[src/rtl/lock_input_conditioner.sv]
// Airlock front end: synchronizes and debounces six raw board inputs, turns key
// presses into arbitrated single-cycle command pulses and flags both ports open.
module lock_input_conditioner #(
  parameter int SYNC_STAGES     = 2,
  parameter int DEBOUNCE_CYCLES = 50000,
  parameter int CNT_W           = 16
) (
  input  logic clock,
  input  logic reset,
  input  logic key_arrive,
  input  logic key_depart,
  input  logic key_fill,
  input  logic key_drain,
  input  logic sw_iport,
  input  logic sw_oport,
  output logic arrive,
  output logic depart,
  output logic fill,
  output logic drain,
  output logic iport,
  output logic oport,
  output logic cmd_conflict,
  output logic port_fault
);

  localparam int NCH = 6;
  // Channels 0-3 are active-low keys, 4-5 active-high switches.
  localparam logic [NCH-1:0] ACT_LOW = 6'b00_1111;
  localparam logic [CNT_W-1:0] CNT_MAX = CNT_W'(DEBOUNCE_CYCLES - 1);

  logic [NCH-1:0] raw;
  logic [NCH-1:0] stable_q, stable_d;

  assign raw = {sw_oport, sw_iport, key_drain, key_fill, key_depart, key_arrive};

  for (genvar gi = 0; gi < NCH; gi++) begin : g_ch
    logic [SYNC_STAGES-1:0] sync_q, sync_d;
    logic [CNT_W-1:0]       cnt_q, cnt_d;
    logic                   st_q, st_d;
    logic                   lvl;

    assign lvl = sync_q[SYNC_STAGES-1] ^ ACT_LOW[gi];

    always_comb begin
      sync_d = {sync_q[SYNC_STAGES-2:0], raw[gi]};
      st_d   = st_q;
      cnt_d  = cnt_q;
      if (lvl == st_q) begin
        cnt_d = '0;
      end else if (cnt_q == CNT_MAX) begin
        st_d  = lvl;
        cnt_d = '0;
      end else begin
        cnt_d = cnt_q + 1'b1;
      end
    end

    always_ff @(posedge clock) begin
      if (!reset) begin
        sync_q <= {SYNC_STAGES{ACT_LOW[gi]}};
        st_q   <= 1'b0;
        cnt_q  <= '0;
      end else begin
        sync_q <= sync_d;
        st_q   <= st_d;
        cnt_q  <= cnt_d;
      end
    end

    assign stable_q[gi] = st_q;
    assign stable_d[gi] = st_d;
  end

  logic [3:0] rise;
  logic       multi;
  logic [3:0] cmd_q, cmd_d;
  logic       conflict_q, conflict_d;
  logic       fault_q, fault_d;

  // Qualify on the next-state edge so the pulse registers with the level change.
  always_comb begin
    rise       = stable_d[3:0] & ~stable_q[3:0];
    multi      = |(rise & (rise - 4'd1));
    cmd_d      = multi ? 4'b0000 : rise;
    conflict_d = multi;
    fault_d    = stable_d[4] & stable_d[5];
  end

  always_ff @(posedge clock) begin
    if (!reset) begin
      cmd_q      <= 4'b0000;
      conflict_q <= 1'b0;
      fault_q    <= 1'b0;
    end else begin
      cmd_q      <= cmd_d;
      conflict_q <= conflict_d;
      fault_q    <= fault_d;
    end
  end

  assign arrive       = cmd_q[0];
  assign depart       = cmd_q[1];
  assign fill         = cmd_q[2];
  assign drain        = cmd_q[3];
  assign cmd_conflict = conflict_q;
  assign iport        = stable_q[4];
  assign oport        = stable_q[5];
  assign port_fault   = fault_q;

endmodule

[config.mk]
export PLATFORM = sky130hd
export DESIGN_NAME = lock_input_conditioner
export DESIGN_NICKNAME = d
export VERILOG_FILES = /design/src/rtl/lock_input_conditioner.sv
export SDC_FILE = /design/constraint.sdc
export NUM_CORES = 1
export LEC_CHECK = 0
export BUFFER_PORTS_ARGS = -buffer_cell sky130_fd_sc_hd__buf_2
export CAP_MARGIN = 10
export CORE_ASPECT_RATIO = 1.25
export CORE_UTILIZATION = 50
export DETAILED_ROUTE_END_ITERATION = 16
export MAX_ROUTING_LAYER = met4
export PLACE_DENSITY = 0.66
export SETUP_SLACK_MARGIN = 0.15
export SLEW_MARGIN = 40
export SYNTH_ARGS = -nofsm -noshare
export SYNTH_HDL_FRONTEND = slang
export SYNTH_SLANG_ARGS = --single-unit
[constraint.sdc]
create_clock -name clock -period 4.1 [get_ports clock]
set_input_delay 0.41 -clock clock [delete_from_list [all_inputs] [get_ports clock]]
set_output_delay 0.41 -clock clock [all_outputs]
set_load 0.02 [all_outputs]
==> results of run 1 <==
[cell usage after synthesis, types with 2 or more instances]
library cell,instances,area share (%)
dfxtp_1,120,49
ha_1,6,1.5
or3_1,8,1.0
mux2i_1,2,0.41
nand2b_1,9,1.2
nand2_1,35,2.7
nor4_1,4,0.51
nand4_1,20,2.6
nor4b_1,8,1.4
nor3_1,12,1.2
nor2_1,112,8.6
and3_1,17,2.2
and4_1,2,0.36
and2_1,6,0.77
inv_1,11,0.85
clkbuf_1,6,0.46
or2_2,2,0.26
a21oi_1,7,0.72
buf_2,3,0.31
nor4bb_1,4,0.82
or2_0,2,0.26
xor2_1,46,8.3
o21ai_0,4,0.41
nor3_2,2,0.41
xnor2_1,40,7.2
nand3_1,31,3.2
[critical path: stages, from the launching register on]
cell	delay (ps)
dfxtp_1	360
nor4b_1	340
nand4_1	140
or3_1	370
nand3_1	460
nor2_1	140
[cells in the final DEF, fill, tap and decap left out, drive strengths merged]
cell type  netlist  final
clkinv           1      7
nand4bb          1      1
nand2           35     35
clkbuf           6     23
xnor2           40     40
dfxtp          120    120
a21oi            7      7
nor4bb           4      4
or4bb            1      1
and4             3      3
o221a            1      1
nand2b           9      9
or3              8      8
maj3             1      1
and4b            1      1
nor3b            2      2
a211oi           1      1
clkinvlp         0      2
buf              3     15
nor3            14     14
o21ai            4      4
ha               6      6
nor4             5      5
xor2            46     46
nand4           20     20
nor2b            1      1
nor4b            8      8
or4b             1      1
or2              4      4
and2             6      6
mux2i            2      2
bufinv           0      1
and3            18     18
nor2           112    112
nand3           31     31
inv             11     11
[routing by layer]
| metal | GRT usage, % | part of all wire (%) | vias to the layer above |
|---|---|---|---|
| met2 | 30.6 | 48 | 52 |
| li1 | - | - | 1837 |
| met1 | 21.6 | 47 | 1644 |
| met4 | 10.3 | 2.1 | 0 |
| met3 | 5.08 | 2.9 | 20 |
| met5 | - | 0 | - |
[cells by family after synthesis]
kind of cell,synth area share [%]
AND/OR/NAND/NOR,29.9
flip-flops,49.3
XOR/XNOR,15.5
buffers and inverters,1.69
AO/OA/AOI/OAI,1.51
adder cells (fa/ha/maj),1.75
multiplexers,0.411
[layout make-up]
type                            count  area [sq um]  area share (%)
Clock inverter                      9          75.1            1.34
Multi-Input combinational cell    392          2390            42.6
Clock buffer                       23           468            8.34
Tap cell                          123           154            2.74
Inverter                           12          45.0           0.803
Timing Repair Buffer               15          75.1            1.34
Sequential cell                   120          2400            42.8
[power by group]
part / total (mW) / leakage (nW) / switching (mW) / internal (mW)
Combinational: 0.0230 / 0.689 / 0.0149 / 0.00810
Sequential: 1.18 / 0.969 / 0.00429 / 1.17
Clock: 1.35 / 0.266 / 0.495 / 0.856
Total: 2.55 / 1.93 / 0.514 / 2.04
[state kept, by name, summed over array words and instances (netlist names)]
signal,flops
g_ch.cnt_q,96
cmd_conflict,1
cmd_q,4
iport,1
g_ch.st_q,4
g_ch.sync_q,12
oport,1
port_fault,1
[path summary, 6_finish.rpt]
kind                                start                           end  slack, ps  depth (start not counted)
min                            key_depart  g_ch[1].sync_q[0]$_SDFF_PN1_        180                          2
max reg2reg   g_ch[4].cnt_q[4]$_SDFF_PP0_   g_ch[4].cnt_q[5]$_SDFF_PP0_       2150                          5
min reg2reg  g_ch[3].sync_q[0]$_SDFF_PN1_  g_ch[3].sync_q[1]$_SDFF_PN1_        400                          1
max           g_ch[4].cnt_q[4]$_SDFF_PP0_   g_ch[4].cnt_q[5]$_SDFF_PP0_       2150                          5
==> key figures, run 1 <==
Pwr
  – Maximum VDD drop: around 330 uV
  – Final total power: 2.55 mW
  – Pwr per Cell Area: 455 mW/mm^2
  – P_leak: 1.93 nW

Place
  – DP Wirelength: 5.60 mm
  – Post-Place Cell Area: between 0.005 and 0.006 sq mm
  – DP Cell Count: about 660
  – PortBufs: 15
  – Setup WS pre-CTS: 2090 ps
  – GP Congestion: between 0.7 and 0.8

STA
  – Max-slew violations: 0
  – Hold Vio Cnt, Final: 0
  – Fin Hold WS: 179 ps
  – Fmax: 513 MHz
  – Final setup viols: 0
  – Worst slew margin: 46.2%
  – Worst Max-Slew Pin Slew: 799 ps
  – Clk_skew: 6.72 ps
  – Setup tns final: 0 ps
  – Fin crit share: between 40% and 50%
  – Unrepaired setup endpoints after global routing: no
  – Worst setup margin: 2150 ps
  – Fin crit period: around 1900 ps

Die
  – Die H: 112 microns
  – # rows: 39
  – Overall die width: between 90 and 100 microns
  – Top-Level Pins: 16
  – Core Region: 0.00932 sq mm
  – Initial Util: a little over half
  – Die Footprint: 0.0102 sq mm

Setup path
  – CP Launch Type: register
  – Worst EP arrival: 2210 ps
  – Crit Path Max Fanout: 16
  – CP Capture Type: register
  – Required @ worst endpoint: 4360 ps
  – CP Class: reg -> reg

Finish
  – Share of layout cells above drive strength 1: 9.11%
  – Final core occ: approximately three fifths
  – Fin area: 0.00561 sq mm
  – Number of fill cells: a little over 800
  – Nets: 572
  – ANT cells: 0
  – Final std cells w/o fill: 694
  – Area Overhead vs Synth: 15.1%

Clock network
  – CTS max path bufs: 2
  – CTS Sinks: 120
  – Root buffer selected by CTS: clkbuf_16
  – CTS clock-pin slew for the worst setup and hold paths: 50 ps
  – Inserted Clock Buffers: 17
  – H-tree levels: 4
  – CTS hold repair buffers: 0
  – PostCTS Resize Cnt: 0
  – Postcts setup bufs: 0
  – Clk_lat worst skew: about 410 ps
  – CTS tree: done

Drt
  – DRT Pass-1 Iters: 5
  – Initial drt markers: 142
  – Antenna-violating nets left: 0
  – Vias per inst: 5.12
  – Total number of vias: ~3600
  – DR WL/cell: approximately 12 microns
  – Total Routed Length: 8.41 mm
  – # DRC: 0

Global routing
  – Gr usage total: 19.1%
  – First-pass GRT wire length: 15.1 mm
  – Vias in the first global route: 3481
  – Initial antenna violation count: 0
  – Largest net degree at the start of global routing: 21
  – Global route overflow: 0

Yosys
  – Synthesized netlist cell count: 533
  – Syn Area/Cell: approximately 9.1 sq um
  – Async SR Flop Fraction: 0%
  – Yosys reg bits: 120
  – Prevailing post-synth register cell: dfxtp_1
  – Synth unique cells: 40
  – Syn. warnings: 0
  – Syn nets: 547
  – Post-synthesis sequential area ratio: 49.3%
  – Mapped Area: 0.00487 sq mm
  – Post-synth EDFFs: 0

Worst hold path
  – Hold crit path type: in -> reg

Status
  – Status: complete, no violations

Job
  – Max-Cap Viols: 0
(Power assumes the default switching activity.)
==> run 2, diff against run 1 <==
--- a/config.mk
+++ b/config.mk
@@ -11,7 +11,7 @@
 export CORE_UTILIZATION = 50
 export DETAILED_ROUTE_END_ITERATION = 16
 export MAX_ROUTING_LAYER = met4
-export PLACE_DENSITY = 0.66
+export PLACE_DENSITY = 0.69
 export SETUP_SLACK_MARGIN = 0.15
 export SLEW_MARGIN = 40
 export SYNTH_ARGS = -nofsm -noshare
==> constraint.sdc (replaced) <==
create_clock -name clock -period 1.7 [get_ports clock]
set_input_delay 0.17 -clock clock [delete_from_list [all_inputs] [get_ports clock]]
set_output_delay 0.17 -clock clock [all_outputs]
set_load 0.02 [all_outputs]
==> run 2 against run 1 <==
Against the previous run: the flow now finishes with violations (setup timing); setup slack got worse by 2200 ps; non-clock buffer count increased by 60; worst hold slack improved by 20 ps; sequential power increased by 140%.
==> key figures, run 2 (synthesis gave the netlist of run 1 again) <==
Die
  – Top-Level Pins: 16 (unchanged)
  – Initial Util: 52.3% (unchanged)
  – # rows: 39 (unchanged)
  – Core Region: 0.00932 sq mm (unchanged)
  – Overall die width: 90.3 microns (unchanged)
  – Die H: 112 microns (unchanged)
  – Die Footprint: 0.0102 sq mm (unchanged)

Setup path
  – Cell family with most CP delay: simple AND/OR/NAND/NOR gates
  – CP Capture Type: register
  – CP max-delay cell: or4b_4
  – Crit Path Max Fanout: 3 (-13)
  – CP Launch Type: register
  – Worst EP arrival: 2130 ps (-80 ps)
  – Cell Chain, Critical Path: or4b_4, nor4_4, nor3b_4, maj3_1, o221a_1
  – WP buf/inv: 0 (unchanged)
  – Required @ worst endpoint: 2050 ps (-2310 ps)
  – CP Class: reg -> reg
  – Max incr delay on CP: 540 ps (+80 ps)

Drt
  – Initial drt markers: 136 (-4.2%)
  – Total number of vias: 3846 (+8.2%)
  – DRT Pass-1 Iters: 4 (-1)
  – DR WL/cell: 13.5 microns (+11%)
  – # DRC: 0 (unchanged)
  – Total Routed Length: 10.2 mm (+21%)
  – Vias per inst: 5.10 (-0.37%)
  – Antenna-violating nets left: 0 (unchanged)

Place
  – GP Congestion: 0.821 (+5.0%)
  – PortBufs: 15 (unchanged)
  – DP Wirelength: 6.05 mm (+8.1%)
  – DP Cell Count: 701 (+5.9%)
  – Setup WS pre-CTS: -150 ps (-2240 ps)

Global routing
  – Global route overflow: 0 (unchanged)
  – Gr usage total: 21.5% (+2.5 points)
  – Largest net degree at the start of global routing: 20 (-4.8%)
  – Vias in the first global route: 3797 (+9.1%)
  – Initial antenna violation count: 0 (unchanged)
  – First-pass GRT wire length: 16.7 mm (+11%)

Pwr
  – Pwr per Cell Area: 1000 mW/mm^2 (+120%)
  – Maximum VDD drop: 660 uV (+100%)
  – P_leak: 2.36 nW (+22%)
  – Final total power: 6.59 mW (+160%)

Job
  – Max-Cap Viols: 0 (unchanged)

Clock network
  – Clk_lat worst skew: 410 ps (about the same)
  – CTS clock-pin slew for the worst setup and hold paths: 50 ps (about the same)
  – Root buffer selected by CTS: clkbuf_16
  – H-tree levels: 4 (unchanged)
  – CTS max path bufs: 2 (unchanged)
  – CTS tree: done
  – CTS Sinks: 120 (unchanged)
  – Inserted Clock Buffers: 17 (unchanged)

Finish
  – Final std cells w/o fill: 754 (+8.6%)
  – Largest register FFs: 96 (unchanged)
  – Most frequent cells in the layout: 98 x nor2_1, 94 x dfxtp_1, 48 x buf_4, 45 x xor2_1, 40 x xnor2_1
  – Regs by FF count: g_ch.cnt_q (96), g_ch.sync_q (12)
  – Top reg by flops: g_ch.cnt_q
  – Area Overhead vs Synth: 35.2%
  – Nets: 632 (+10%)
  – ANT cells: 0 (unchanged)
  – Most common cell after layout, fill and taps aside: nor2_1
  – Share of layout cells above drive strength 1: 29.0% (+20 points)

STA
  – Setup tns final: -243 ps (-243 ps)
  – Worst setup margin: -83.4 ps (-2230 ps)
  – Fin crit share: 105% (+57 points)
  – Unrepaired setup endpoints after global routing: yes
  – Max-slew violations: 0 (unchanged)
  – Worst slew margin: 78.0% (+32 points)
  – Hold Vio Cnt, Final: 0 (unchanged)
  – Final setup viols: 11 (+11)
  – Fin crit period: 1780 ps (-165 ps)
  – Fmax: 561 MHz (+9.3%)
  – Clk_skew: 7.31 ps (+0.597 ps)
  – Worst Max-Slew Pin Slew: 328 ps (-472 ps)

Worst hold path
  – Hold crit path type: in -> reg

Status
  – Violated checks: setup timing
  – Status: finished, violations left
==> run 2: repair_timing <==
action | CTS | global route
hold buffers | 6 | 0
setup buffers | 6 | 7
gates resized for setup | 23 | 67
pin swaps | 6 | 27
endpoints found under the hold margin | 6 | 0
gates cloned | 2 | 0
endpoints found under the setup margin | 63 | 83
==> run 2: worst min-delay path, stage by stage <==
cell and delay [ps]:
buf_2 110, buf_4 200, nand2b_1 90
==> run 2: worst paths after layout <==
check / slack (ps) / end / from / cells past startpoint
min reg2reg: 400 / g_ch[2].sync_q[1]$_SDFF_PN1_ / g_ch[2].sync_q[0]$_SDFF_PN1_ / 1
min: 200 / g_ch[2].sync_q[1]$_SDFF_PN1_ / reset / 3
max reg2reg: -80 / cmd_conflict$_SDFF_PN0_ / g_ch[0].cnt_q[7]$_SDFF_PP0_ / 5
max: -80 / cmd_conflict$_SDFF_PN0_ / g_ch[0].cnt_q[7]$_SDFF_PP0_ / 5
==> run 2: metal layers <==
layer | vias up | part of all wire (%) | GRT usage, %
met4 | 0 | 2.1 | 8.60
li1 | 1967 | - | -
met3 | 19 | 2.8 | 6.98
met5 | - | 0 | -
met1 | 1812 | 41 | 22.1
met2 | 48 | 54 | 38.0
==> run 2: final cells by class <==
| cell class | instances | area [sq um] |
|---|---|---|
| repair buffers | 75 | 636 |
| fillers | 676 | 2730 |
| flip-flops and latches | 120 | 2440 |
| multi-input cells | 392 | 2710 |
| inverters | 12 | 45.0 |
| clock buffers | 24 | 492 |
| clock inverters | 8 | 118 |
| well taps | 123 | 154 |
==> run 2: through the flow <==
step / util [%] / hold WS, ps / instance area (sq um)
after floorplan: - / 271 / 4900
after global placement: 58.1 / 360 / 5420
after detailed placement: 58.1 / 361 / 5420
after CTS: 67.4 / 181 / 6280
after global routing: 70.7 / 192 / 6590
final: 70.7 / 199 / 6590
==> run 2: report_power, final <==
part           leakage [nW]  total (mW)  switching (mW)  internal [mW]
Combinational          1.07       0.106          0.0514         0.0541
Sequential            0.983        2.84          0.0120           2.83
Clock                 0.300        3.64            1.20           2.45
==> run 3, diff against run 2 <==
--- a/config.mk
+++ b/config.mk
@@ -8,10 +8,9 @@
 export BUFFER_PORTS_ARGS = -buffer_cell sky130_fd_sc_hd__buf_2
 export CAP_MARGIN = 10
 export CORE_ASPECT_RATIO = 1.25
-export CORE_UTILIZATION = 50
+export CORE_UTILIZATION = 44
 export DETAILED_ROUTE_END_ITERATION = 16
 export MAX_ROUTING_LAYER = met4
-export PLACE_DENSITY = 0.69
 export SETUP_SLACK_MARGIN = 0.15
 export SLEW_MARGIN = 40
 export SYNTH_ARGS = -nofsm -noshare
==> run 3 against run 2 <==
Against the previous run: critical path depth unchanged; wire length decreased by 1.2%; flip-flop and latch count unchanged; via count increased by 0.55%; worst hold slack improved by 5.8 ps; clock power increased by 13%; highest routed layer unchanged; the flow still finishes with violations (setup timing); final area increased by 5.3%; clock skew increased by 2.3 ps.
==> key figures, run 3 (synthesis gave the netlist of run 1 again) <==
Pwr
  – Sw frac: 18.9% (-0.23 points)
  – Pwr per Cell Area: 1020 mW/mm^2 (+2.0%)
  – Combinational power share: 1.7% (about the same)
  – P_leak: 2.40 nW (+2.0%)
  – Part of the power in registers: 40.1% (-3.0 points)
  – Clk pwr share: 58.1% (+2.8 points)
  – Int Pwr: 5.75 mW (+7.7%)
  – Maximum VDD drop: 872 uV (+32%)
  – Sw Pwr: 1.34 mW (+6.2%)
  – Final total power: 7.08 mW (+7.4%)

Finish
  – Fin area: 0.00694 sq mm (+5.3%)
  – Most common cell after layout, fill and taps aside: dfxtp_1
  – Area Overhead vs Synth: 42.4%
  – ANT cells: 0 (unchanged)
  – Most frequent cells in the layout: 90 x dfxtp_1, 81 x nor2_1, 47 x buf_4, 44 x xor2_1, 40 x xnor2_1
  – Top reg by flops: g_ch.cnt_q
  – Regs by FF count: g_ch.cnt_q (96), g_ch.sync_q (12)
  – Share of layout cells above drive strength 1: 33.9% (+4.9 points)
  – Largest register FFs: 96 (unchanged)
  – Number of fill cells: 846 (+25%)
  – Nets: 638 (+0.95%)

Global routing
  – GRT busiest layer: met2
  – First-pass GRT wire length: 16.4 mm (-1.7%)
  – Met3 Usage GRT: 4.25% (-2.7 points)
  – Met2 Use GR: 31.3% (-6.7 points)
  – Gr usage total: 18.9% (-2.6 points)
  – Largest net degree at the start of global routing: 21 (+5.0%)
  – Initial antenna violation count: 0 (unchanged)
  – Met1 usage: 21.3% (-0.83 points)
  – Vias in the first global route: 3815 (+0.47%)
  – Global route overflow: 0 (unchanged)

Drt
  – # DRC: 0 (unchanged)
  – Initial drt markers: 149 (+9.6%)
  – DR WL/cell: 13.1 microns (-3.2%)
  – DRT Pass-1 Iters: 4 (unchanged)
  – Total Routed Length: 10.1 mm (-1.2%)
  – Total number of vias: 3867 (+0.55%)
  – Vias per inst: 5.03 (-1.4%)
  – Antenna-violating nets left: 0 (unchanged)

Place
  – DP Wirelength: 6.09 mm (+0.71%)
  – GP Congestion: 0.799 (-2.6%)
  – PortBufs: 15 (unchanged)
  – Setup WS pre-CTS: -72.7 ps (+77.7 ps)
  – Post-Place Cell Area: 0.00544 sq mm (+0.49%)

STA
  – Setup tns final: -460 ps (-217 ps)
  – Hold Vio Cnt, Final: 0 (unchanged)
  – Worst Max-Slew Pin Slew: 467 ps (+139 ps)
  – Max-slew violations: 0 (unchanged)
  – Fin crit share: 105% (+0.38 points)
  – Fin Hold WS: 205 ps (+5.77 ps)
  – Unrepaired setup endpoints after global routing: yes
  – Fin crit period: 1790 ps (+6.43 ps)
  – Final setup viols: 19 (+8)
  – Worst setup margin: -89.9 ps (-6.43 ps)
  – Fmax: 559 MHz (-0.36%)
  – Clk_skew: 9.65 ps (+2.33 ps)
  – Worst slew margin: 68.8% (-9.3 points)

Clock network
  – CTS clock-pin slew for the worst setup and hold paths: 60 ps (about the same)
  – Root buffer selected by CTS: clkbuf_16
  – CTS tree: done
  – CTS Sinks: 120 (unchanged)
  – CTS max path bufs: 2 (unchanged)
  – H-tree levels: 4 (unchanged)
  – Inserted Clock Buffers: 17 (unchanged)
  – Clk_lat worst skew: 410 ps (about the same)

Worst hold path
  – Hold Path Origin: reset
  – Hold crit path type: in -> reg

Setup path
  – Required @ worst endpoint: 2050 ps (about the same)
  – CP Launch Type: register
  – Crit Path Max Fanout: 4 (+1)
  – CP Launch Point: g_ch[0].cnt_q[4]$_SDFF_PP0_
  – Reg2reg start: g_ch[0].cnt_q[4]$_SDFF_PP0_
  – Worst EP arrival: 2140 ps (about the same)
  – CP Class: reg -> reg
  – CP Capture Type: register

Status
  – Status: finished, violations left
  – Violated checks: setup timing

Job
  – Max-Cap Viols: 0 (unchanged)

Die
  – Overall die width: 96.1 microns (+6.5%)
  – Initial Util: 45.7% (-6.6 points)
  – # rows: 42 (+7.7%)
  – Top-Level Pins: 16 (unchanged)
  – Core Region: 0.0107 sq mm (+14%)
  – Die H: 120 microns (+6.5%)
  – Die Footprint: 0.0115 sq mm (+13%)
run 3: area by class of cell:
type	count	area [sq um]	area share [%]
clock buffers	20	467	6.72
clock inverters	12	220	3.17
multi-input cells	393	2900	41.7
well taps	132	165	2.38
flip-flops and latches	120	2440	35.2
inverters	12	45.0	0.649
repair buffers	80	704	10.1
run 3: worst max-delay path, cell delays in order, from the launching register on:
cell and delay (ps):
dfxtp_2 310, or4b_4 540, nor4_4 250, nor3b_4 270
or2_2 180, o221a_1 180
run 3: metrics by stage:
step                utilization [%]  std cells
floorplan                         -        533
global placement               51.0        712
detailed placement             51.0        712
CTS                            60.4        761
global route                   65.1        769
finish                         65.1        769
run 3: metal layers:
| metal | up-vias | share of wire (%) | routed length [microns] |
|---|---|---|---|
| met4 | 0 | 1.9 | 193 |
| li1 | 1974 | - | - |
| met5 | - | 0 | 0 |
| met2 | 28 | 51 | 5110 |
| met3 | 15 | 2.1 | 213 |
| met1 | 1850 | 45 | 4540 |
run 3: power by group through the flow:
stage,registers [mW],logic (mW),clock network (mW)
2_1_floorplan,2.90,0.0444,0
3_3_place_gp,2.90,0.0761,0
3_5_place_dp,2.90,0.0786,0
4_1_cts,2.84,0.108,4.17
5_1_grt,2.84,0.132,4.32
6_report,2.84,0.123,4.12
run 3: path summary, 6_finish.rpt:
check	endpoint	slack, ps	cells past startpoint
worst max register to register	cmd_conflict$_SDFF_PN0_	-90	5
worst max-delay path	cmd_conflict$_SDFF_PN0_	-90	5
worst min-delay path	g_ch[0].st_q$_SDFF_PN0_	200	4
worst min register to register	g_ch[0].sync_q[1]$_SDFF_PN1_	410	1
run 3: repair_timing:
action                                  4_1_cts  5_1_grt
resized for setup                            27      115
endpoints found under the setup margin       62      106
gates cloned                                  3        1
hold endpoints to repair                      6        0
hold buffers                                  6        0
pin swaps                                     8       40
buffers inserted                              8        7
